## src/rtl/byte_alu_pkg.sv

```systemverilog
// rtl/byte_alu_pkg.sv - shared types and constants for the byte-serial ALU path
package byte_alu_pkg;

    localparam int BYTE_W = 8;

    typedef enum logic [1:0] {
        IDLE = 2'd0,
        RUN  = 2'd1,
        DONE = 2'd2
    } state_t;

    // Ceiling log2 used for sizing the byte index; returns at least 1.
    function automatic int clog2(input int value);
        int res;
        res = 1;
        while ((1 << res) < value) begin
            res = res + 1;
        end
        return res;
    endfunction

endpackage

```

## src/rtl/RCA_8.sv

```systemverilog
// rtl/RCA_8.sv - 8-bit ripple-carry adder slice
module RCA_8
    import byte_alu_pkg::*;
(
    input  logic [BYTE_W-1:0] A,
    input  logic [BYTE_W-1:0] B,
    input  logic              cin,
    output logic [BYTE_W-1:0] sum,
    output logic              cout
);

    // Full-adder chain, bit 0 first; carry is local to this block.
    always_comb begin
        logic [BYTE_W:0] c;
        c    = '0;
        sum  = '0;
        c[0] = cin;
        for (int i = 0; i < BYTE_W; i++) begin
            sum[i]   = A[i] ^ B[i] ^ c[i];
            c[i + 1] = (A[i] & B[i]) | (c[i] & (A[i] ^ B[i]));
        end
        cout = c[BYTE_W];
    end

endmodule

```

## src/rtl/byte_serial_adder_ctrl.sv

```systemverilog
// rtl/byte_serial_adder_ctrl.sv - wide add/sub sequenced through one 8-bit adder, LSB first
module byte_serial_adder_ctrl
    import byte_alu_pkg::*;
#(
    parameter int NBYTES = 4,
    localparam int W     = BYTE_W * NBYTES,
    localparam int IW    = clog2(NBYTES)
) (
    input  logic         clk,
    input  logic         rst,
    input  logic         in_valid,
    output logic         in_ready,
    input  logic [W-1:0] A,
    input  logic [W-1:0] B,
    input  logic         sub,
    input  logic         cin,
    output logic         out_valid,
    input  logic         out_ready,
    output logic [W-1:0] sum,
    output logic         cout,
    output logic         overflow,
    output logic         busy
);

    state_t state;
    state_t state_nxt;

    logic [NBYTES-1:0][BYTE_W-1:0] a_reg;
    logic [NBYTES-1:0][BYTE_W-1:0] b_reg;
    logic [NBYTES-1:0][BYTE_W-1:0] res_reg;
    logic [IW-1:0]                 idx;
    logic                          carry_reg;

    logic              load;
    logic              step;
    logic              last;
    logic [BYTE_W-1:0] add_sum;
    logic              add_cout;

    assign last = (idx == IW'(NBYTES - 1));

    // Single shared adder; the carry between bytes only travels through carry_reg.
    RCA_8 u_rca (
        .A    (a_reg[idx]),
        .B    (b_reg[idx]),
        .cin  (carry_reg),
        .sum  (add_sum),
        .cout (add_cout)
    );

    // State register.
    always_ff @(posedge clk or posedge rst) begin
        if (rst) begin
            state <= IDLE;
        end else begin
            state <= state_nxt;
        end
    end

    // Next-state and handshake decode.
    always_comb begin
        state_nxt = state;
        in_ready  = 1'b0;
        out_valid = 1'b0;
        busy      = 1'b0;
        load      = 1'b0;
        step      = 1'b0;
        case (state)
            IDLE: begin
                in_ready = 1'b1;
                if (in_valid) begin
                    load      = 1'b1;
                    state_nxt = RUN;
                end
            end
            RUN: begin
                busy = 1'b1;
                step = 1'b1;
                if (last) begin
                    state_nxt = DONE;
                end
            end
            DONE: begin
                busy      = 1'b1;
                out_valid = 1'b1;
                if (out_ready) begin
                    state_nxt = IDLE;
                end
            end
            default: state_nxt = IDLE;
        endcase
    end

    // Operand capture, per-byte result write and carry/index update.
    always_ff @(posedge clk or posedge rst) begin
        if (rst) begin
            a_reg     <= '0;
            b_reg     <= '0;
            res_reg   <= '0;
            idx       <= '0;
            carry_reg <= 1'b0;
        end else if (load) begin
            a_reg     <= A;
            b_reg     <= sub ? ~B : B;
            carry_reg <= sub ? 1'b1 : cin;
            idx       <= '0;
        end else if (step) begin
            res_reg[idx] <= add_sum;
            carry_reg    <= add_cout;
            idx          <= last ? '0 : idx + IW'(1);
        end
    end

    // Overflow uses the stored (possibly inverted) B so subtract needs no special case.
    assign sum      = res_reg;
    assign cout     = carry_reg;
    assign overflow = (a_reg[NBYTES-1][BYTE_W-1] == b_reg[NBYTES-1][BYTE_W-1]) &&
                      (res_reg[NBYTES-1][BYTE_W-1] != a_reg[NBYTES-1][BYTE_W-1]);

endmodule

```

## config.mk

```make
export PLATFORM = sky130hd
export DESIGN_NAME = byte_serial_adder_ctrl
export DESIGN_NICKNAME = d
export VERILOG_FILES = /design/src/rtl/byte_alu_pkg.sv /design/src/rtl/RCA_8.sv /design/src/rtl/byte_serial_adder_ctrl.sv
export SDC_FILE = /design/constraint.sdc
export NUM_CORES = 1
export LEC_CHECK = 0
export ABC_AREA = 1
export BUFFER_PORTS_ARGS = -buffer_cell sky130_fd_sc_hd__buf_2
export CORE_MARGIN = 2
export CORE_UTILIZATION = 55
export DETAILED_ROUTE_END_ITERATION = 10
export PLACE_DENSITY = 0.81
export SLEW_MARGIN = 20
export SYNTH_ARGS = -nofsm -noshare
export SYNTH_HDL_FRONTEND = slang
export SYNTH_SLANG_ARGS = --single-unit
```

## constraint.sdc

```tcl
create_clock -name clk -period 4.6 [get_ports clk]
set_input_delay 0.46 -clock clk [delete_from_list [all_inputs] [get_ports clk]]
set_output_delay 0.46 -clock clk [all_outputs]
set_load 0.01 [all_outputs]
```

### Yosys cells after proc, flatten, opt, wreduce, memory -nomap -nowiden

Cells that the tools add are included.

* equality and inequality tests: 8
* add/sub/neg operators: 1
* bitwise gates (word level): 42
* reduce and logical (&&, ||, !) cells: 7
* muxes and demuxes: 24
* order comparisons: 2

Operators with widths (count)
* 8-bit binary-select mux with 2-bit select: 2
* 32-bit bitwise mux: 1
* 32-bit 2-to-1 mux: 1
* 32-bit inverter: 1
* 8-bit 2-to-1 mux: 3
* 1-bit bitwise AND: 16
* 8-bit demux with 2-bit select: 1
* 1-bit bitwise XOR: 16
* 2-bit 2-to-1 mux: 6
* 1-bit 2-to-1 mux: 9
* 1-bit OR: 8
* 2-bit inequality test, second input constant: 3
* 2-bit case mux with 3 select lines: 1
* 2-bit equality test, second input constant: 2
* 2-bit by 3-bit < comparator with 1-bit output, second input constant: 1
* 3-bit AND reduction: 1
* 2-bit by 1-bit adder with 2-bit output, second input constant: 1
* 2-bit by 1-bit equality test with 1-bit output, second input constant: 1
* 2-bit by 1-bit >= comparator with 1-bit output, second input constant: 1
* 1-bit logical AND: 2
* 2-bit logical NOT: 1
* 2-bit AND reduction: 1
* 2-bit nonzero test: 1
* 2-bit OR reduction: 1
* other kinds (3): 3

* logic and storage cells: 99
* input port bits: 70
* bits in registers: 101

### Logic depth before layout (Yosys ltp)

* word-level depth: 21
* gate-level depth with buffers: 20
* depth with buffers taken out: 18

### Modules after synthesis

Synthesis repeated with hierarchy kept, for this count alone.

* cells, all modules: 590
* area, all modules: 5117.4 um2

Modules (own cells, without submodules)
* byte_serial_adder_ctrl: cells an instance 572, area an instance 4919.7 um2, instances 1
* RCA_8: cells an instance 18, area an instance 197.7 um2, instances 1

### Least setup slack after synthesis

No wires, ideal clock.

* path type: register to register
* start: register idx[0]
* end: register res_reg, in the netlist sum[15]
* clock period less this slack: 4.230 ns
* library setup time: 0.083 ns
* slack: 0.370 ns
* path buffers: 3
* arrival time: 4.148 ns
* stages on the path, launching flop included: 19
* cell sequence: dfrtp_1 > buf_4 > inv_2 > buf_6 > buf_6 > o211ai_2 > nand2_1 > fa_1 > inv_1 > fa_1 > inv_1 > fa_1 > fa_1 > fa_1 > fa_1 > fa_1 > inv_1 > fa_1 > o21ai_0

* cells in the longest elaborated chain, start to end: 19
* elaborated cells on any way between the ends: 40
* those cells by class: 2 x order compare; 7 x mux; 30 x bitwise; 1 x reduce/logical

Ends and longest elaborated chain
* from (decl): RTL line byte_serial_adder_ctrl.sv:31 `logic [IW-1:0] idx;`
* from (signal assigned): RTL line byte_serial_adder_ctrl.sv:110 `idx <= last ? '0 : idx + IW'(1);`
* 8-bit binary-select mux with 2-bit select, on equally long branches: RTL line byte_serial_adder_ctrl.sv:44, byte_serial_adder_ctrl.sv:45
* 8-bit 2-to-1 mux, on equally long branches: RTL line byte_serial_adder_ctrl.sv:44, byte_serial_adder_ctrl.sv:45
* 1-bit bitwise XOR: RTL line RCA_8.sv:20 `c[i + 1] = (A[i] & B[i]) | (c[i] & (A[i] ^ B[i]));`
* 1-bit bitwise AND: RTL line RCA_8.sv:20
* 1-bit OR: RTL line RCA_8.sv:20
* 1-bit bitwise AND: RTL line RCA_8.sv:20
* 1-bit OR: RTL line RCA_8.sv:20
* 1-bit bitwise AND: RTL line RCA_8.sv:20
* [... 3 more ...]
* 1-bit bitwise AND: RTL line RCA_8.sv:20
* 1-bit OR: RTL line RCA_8.sv:20
* 1-bit bitwise AND: RTL line RCA_8.sv:20
* 1-bit OR: RTL line RCA_8.sv:20
* 1-bit bitwise AND: RTL line RCA_8.sv:20
* 1-bit OR: RTL line RCA_8.sv:20
* 1-bit bitwise XOR: RTL line RCA_8.sv:19 `sum[i] = A[i] ^ B[i] ^ c[i];`
* 32-bit bitwise mux (*): RTL line byte_serial_adder_ctrl.sv:108 `res_reg[idx] <= add_sum;`
* to (signal, indexed assignment): RTL line byte_serial_adder_ctrl.sv:108
* to (decl): RTL line byte_serial_adder_ctrl.sv:30 `logic [NBYTES-1:0][BYTE_W-1:0] res_reg;`

Mark *: on every way between the ends. The rest lies on a longest branch, timed or not. The select of a mux whose other input is x is not followed.
A chain may end at the register's enable or synchronous reset.

### Final worst setup path

* start: register idx[0]
* end: register res_reg, in the netlist sum[31]

Same word-level chain as after synthesis.

==> results list <==
* CP required: 4890 ps
- Critical path's largest stage delay: ~460 ps
- Setup skew after layout: 10.0 ps
- Worst setup path class: flop to flop
- Cells fill about two thirds of the core in the end.
- TritonCTS Buffers: 9
- Met3 usage in global routing: about 3.3%
- Highest net fanout along the worst path: 16
- In this run the remaining antenna-violating nets after routing total 0.
* Vias: 4061
- Share of the yosys chip area belonging to registers: 50.9%
* Number of global-route vias before repair: 3977
- Global routing consumed, on the met2 layer, 37.9% of the routing resources.
- DR pass1 iterations: 5
* Routed via count divided by cell count: between 5 and 6
- Synth Register Bits: 101
- Number of design-rule violations left by the first detailed-router iteration: 233
- Synthesized netlist cell count: 582
- CTS built an H-tree with a depth of 3.
- The congestion estimate from routability-driven global placement came to 0.820.
- For the pin with the worst max-slew slack, the measured transition is 996 ps.
* Post-CTS Hold Buffers: 0
- Global routing consumed, over all layers together, between 20% and 30% of the routing resources.
- Max-cap viol count: 0
- Largest net degree at the start of global routing: 58
- Final setup margin: approximately 260 ps
- Floorplan core area: 0.00872 mm2
* I/O Pins: 107
- Global-route congestion overflow total: 0
* Count of antenna diodes in the layout: 0
* Effective utilization at floorplan: 56.9%
- The critical path goes through inv_2 > nand2_1 > o211ai_1 > nand2_1 > fa_1 > inv_1 > fa_1 > inv_1 > fa_1 > fa_1 > fa_1 > fa_1 > fa_1 > inv_1 > fa_1 > o21ai_0.
- Clock-pin slew was measured on the worst setup and hold paths at 100 ps.
- From bottom edge to top edge, the die measures 99.0 um.
- STA puts the critical path data arrival time at ~4600 ps.
- For this run, the top clock speed supported by timing is 231 MHz.
* Width of the chip: 99.0 um
- Cells with a size suffix above 1 make up 20.4% of the layout.
* Average wire per cell in the routed design: 13.8 um
* Most repeated library cell on the critical path: fa_1
- In this run the tightest slew margin relative to its limit is 33.4%.
* TritonCTS clock tree: built
* Die Outline Area: 0.00980 mm2
* Met1 layer usage reported by global route: 32.9%
- Buf/Inv on CP: 4
- The first global-routing pass estimated 18.6 mm of wire.
- The number of nets handed over by synthesis was 667.
* Total negative setup slack: 0 ps
* Period minus WS final: roughly 4300 ps
- Cell area after layout: 0.00574 mm2
* Number of cells in the design after placement: 772
* DR DRC count: 0
* CTS Root Cell: clkbuf_8
- RSZ-0062 raised after global routing: false
* Cell area after placement: ~0.0055 mm2
- In this design, the largest share of critical-path delay is due to adder cells.
* Pwr Total: 4.33 mW
- Non-filler cells, final: between 700 and 800
- In this run the tool buffered the top-level ports with 106 buffer cells.
- The number of endpoints with negative hold slack in the final report is 0.
- Dividing the final minimum period by the clock period gives 94.3%.
- The worst setup path is launched from a flop.
- Power density cells: 754 mW/mm2
- Standby leakage power: 3.17 nW
* Clk Latency, worst-skew pair: 370 ps
* Setup WS pre-CTS: 268 ps
- The worst-case IR drop observed on VDD is ~320 uV.
* Layout Nets: 760
- The Yosys step of the flow raised 0 warnings.
* Worst hold-check slack: about 180 ps
* Worst Hold Class: input pin to asynchronous set/reset pin
- Total of cells resized after clock tree synthesis: 0
* Number of setup buffers added after CTS: 0
- Summed over all layers, the routed wires come to 10.9 mm.
- Number of max-slew violations in the final report: 0
- Clock Tree Buf Depth: 2
- Synthesized area: 0.00497 mm2
- Setup violations remaining at the end of the flow were counted as 0.
- Synthesized area per cell: 8.53 um2
* Number of rows created at floorplan: 34
- Antenna violations before repair: 0
* Most heavily used metal layer in global routing: met2
* Placed wire-length estimate: between 7 and 8 mm
- In this run, distinct cell masters in the synthesized netlist total 21.
- Counting every sink on the clock net gives just over 100.
- Run status: finished, final reports clean
- Type of destination of the critical path: flop
* Slowest library cell on the worst path: fa_1
* Layout Area Growth over Synthesis: 15.5%
[power by group]
part	leakage [nW]	switching (mW)	internal [mW]	total (mW)
Combinational	1.80	1.36	0.733	2.09
Sequential	1.26	0.246	1.31	1.56
Clock	0.116	0.315	0.364	0.679
[layout make-up]
type                    instances  area, um2
flip-flops and latches        101       2530
well taps                     108        135
inverters                      44        168
clock inverters                 7        123
multi-input cells             405       2070
repair buffers                114        591
fillers                       712       2980
clock buffers                   9        124
[cell usage in the layout, fill, tap and decap left out, types with 3 or more instances in the layout]
| master | Yosys | final |
|---|---|---|
| nor2_1 | 3 | 3 |
| buf_2 | 14 | 106 |
| bufinv_16 | 0 | 3 |
| fa_1 | 8 | 8 |
| o211ai_2 | 4 | 4 |
| o21ai_0 | 48 | 48 |
| xor2_1 | 32 | 32 |
| dfrtp_1 | 101 | 101 |
| inv_2 | 3 | 3 |
| nand3_1 | 9 | 9 |
| o211ai_1 | 21 | 21 |
| ha_1 | 7 | 7 |
| nand2_1 | 267 | 267 |
| clkbuf_8 | 0 | 9 |
| buf_4 | 7 | 8 |
| inv_1 | 41 | 40 |
[kinds of logic (layout without fill, tap and decap cells)]
| group | after synthesis | count (layout) | share of synthesized area (%) |
|---|---|---|---|
| DFF | 101 | 101 | 50.9 |
| and+or+nand+nor | 282 | 282 | 21.7 |
| buffers and inverters | 76 | 174 | 7.41 |
| xor gates and xnor gates | 32 | 32 | 5.64 |
| AOI/OAI and AO/OA | 76 | 76 | 9.37 |
| adders and majority gates | 15 | 15 | 4.99 |
[Yosys cell counts]
master / count / area, um2
nand2_1: 267 / 1000
o211ai_1: 21 / 158
a21oi_1: 2 / 10.0
clkbuf_1: 5 / 18.8
inv_2: 3 / 11.3
o21a_1: 1 / 7.51
o21ai_0: 48 / 240
xor2_1: 32 / 280
nor2_1: 3 / 11.3
o211ai_2: 4 / 50.1
dfrtp_1: 101 / 2530
inv_1: 41 / 154
clkbuf_2: 1 / 5.00
nand4_1: 2 / 12.5
nand3_1: 9 / 45.0
ha_1: 7 / 87.6
buf_2: 14 / 70.1
buf_4: 7 / 52.6
fa_1: 8 / 160
nand2_2: 1 / 6.26
buf_6: 5 / 56.3
[path summary, 6_finish.rpt]
kind                                 from         to  slack, ps  cells after the start
worst min register to register  a_reg[24]  a_reg[24]        490                      2
max in group asynchronous             rst  a_reg[17]       3390                      3
worst max-delay path               idx[0]    sum[31]        260                     16
worst min-delay path                  rst    sum[27]        180                      2
min in group clk                    A[15]  a_reg[15]        280                      3
worst max register to register     idx[0]    sum[31]        260                     16
[metal layers]
metal  part of all wire, %  wire (um)  vias up
li1                      -          -     1994
met1                    45       4930     1920
met2                    48       5210      129
met3                   5.3        574       18
met4                   1.7        190        0
met5                     0          0        -
Note: power is estimated with default switching activity, not from simulation.
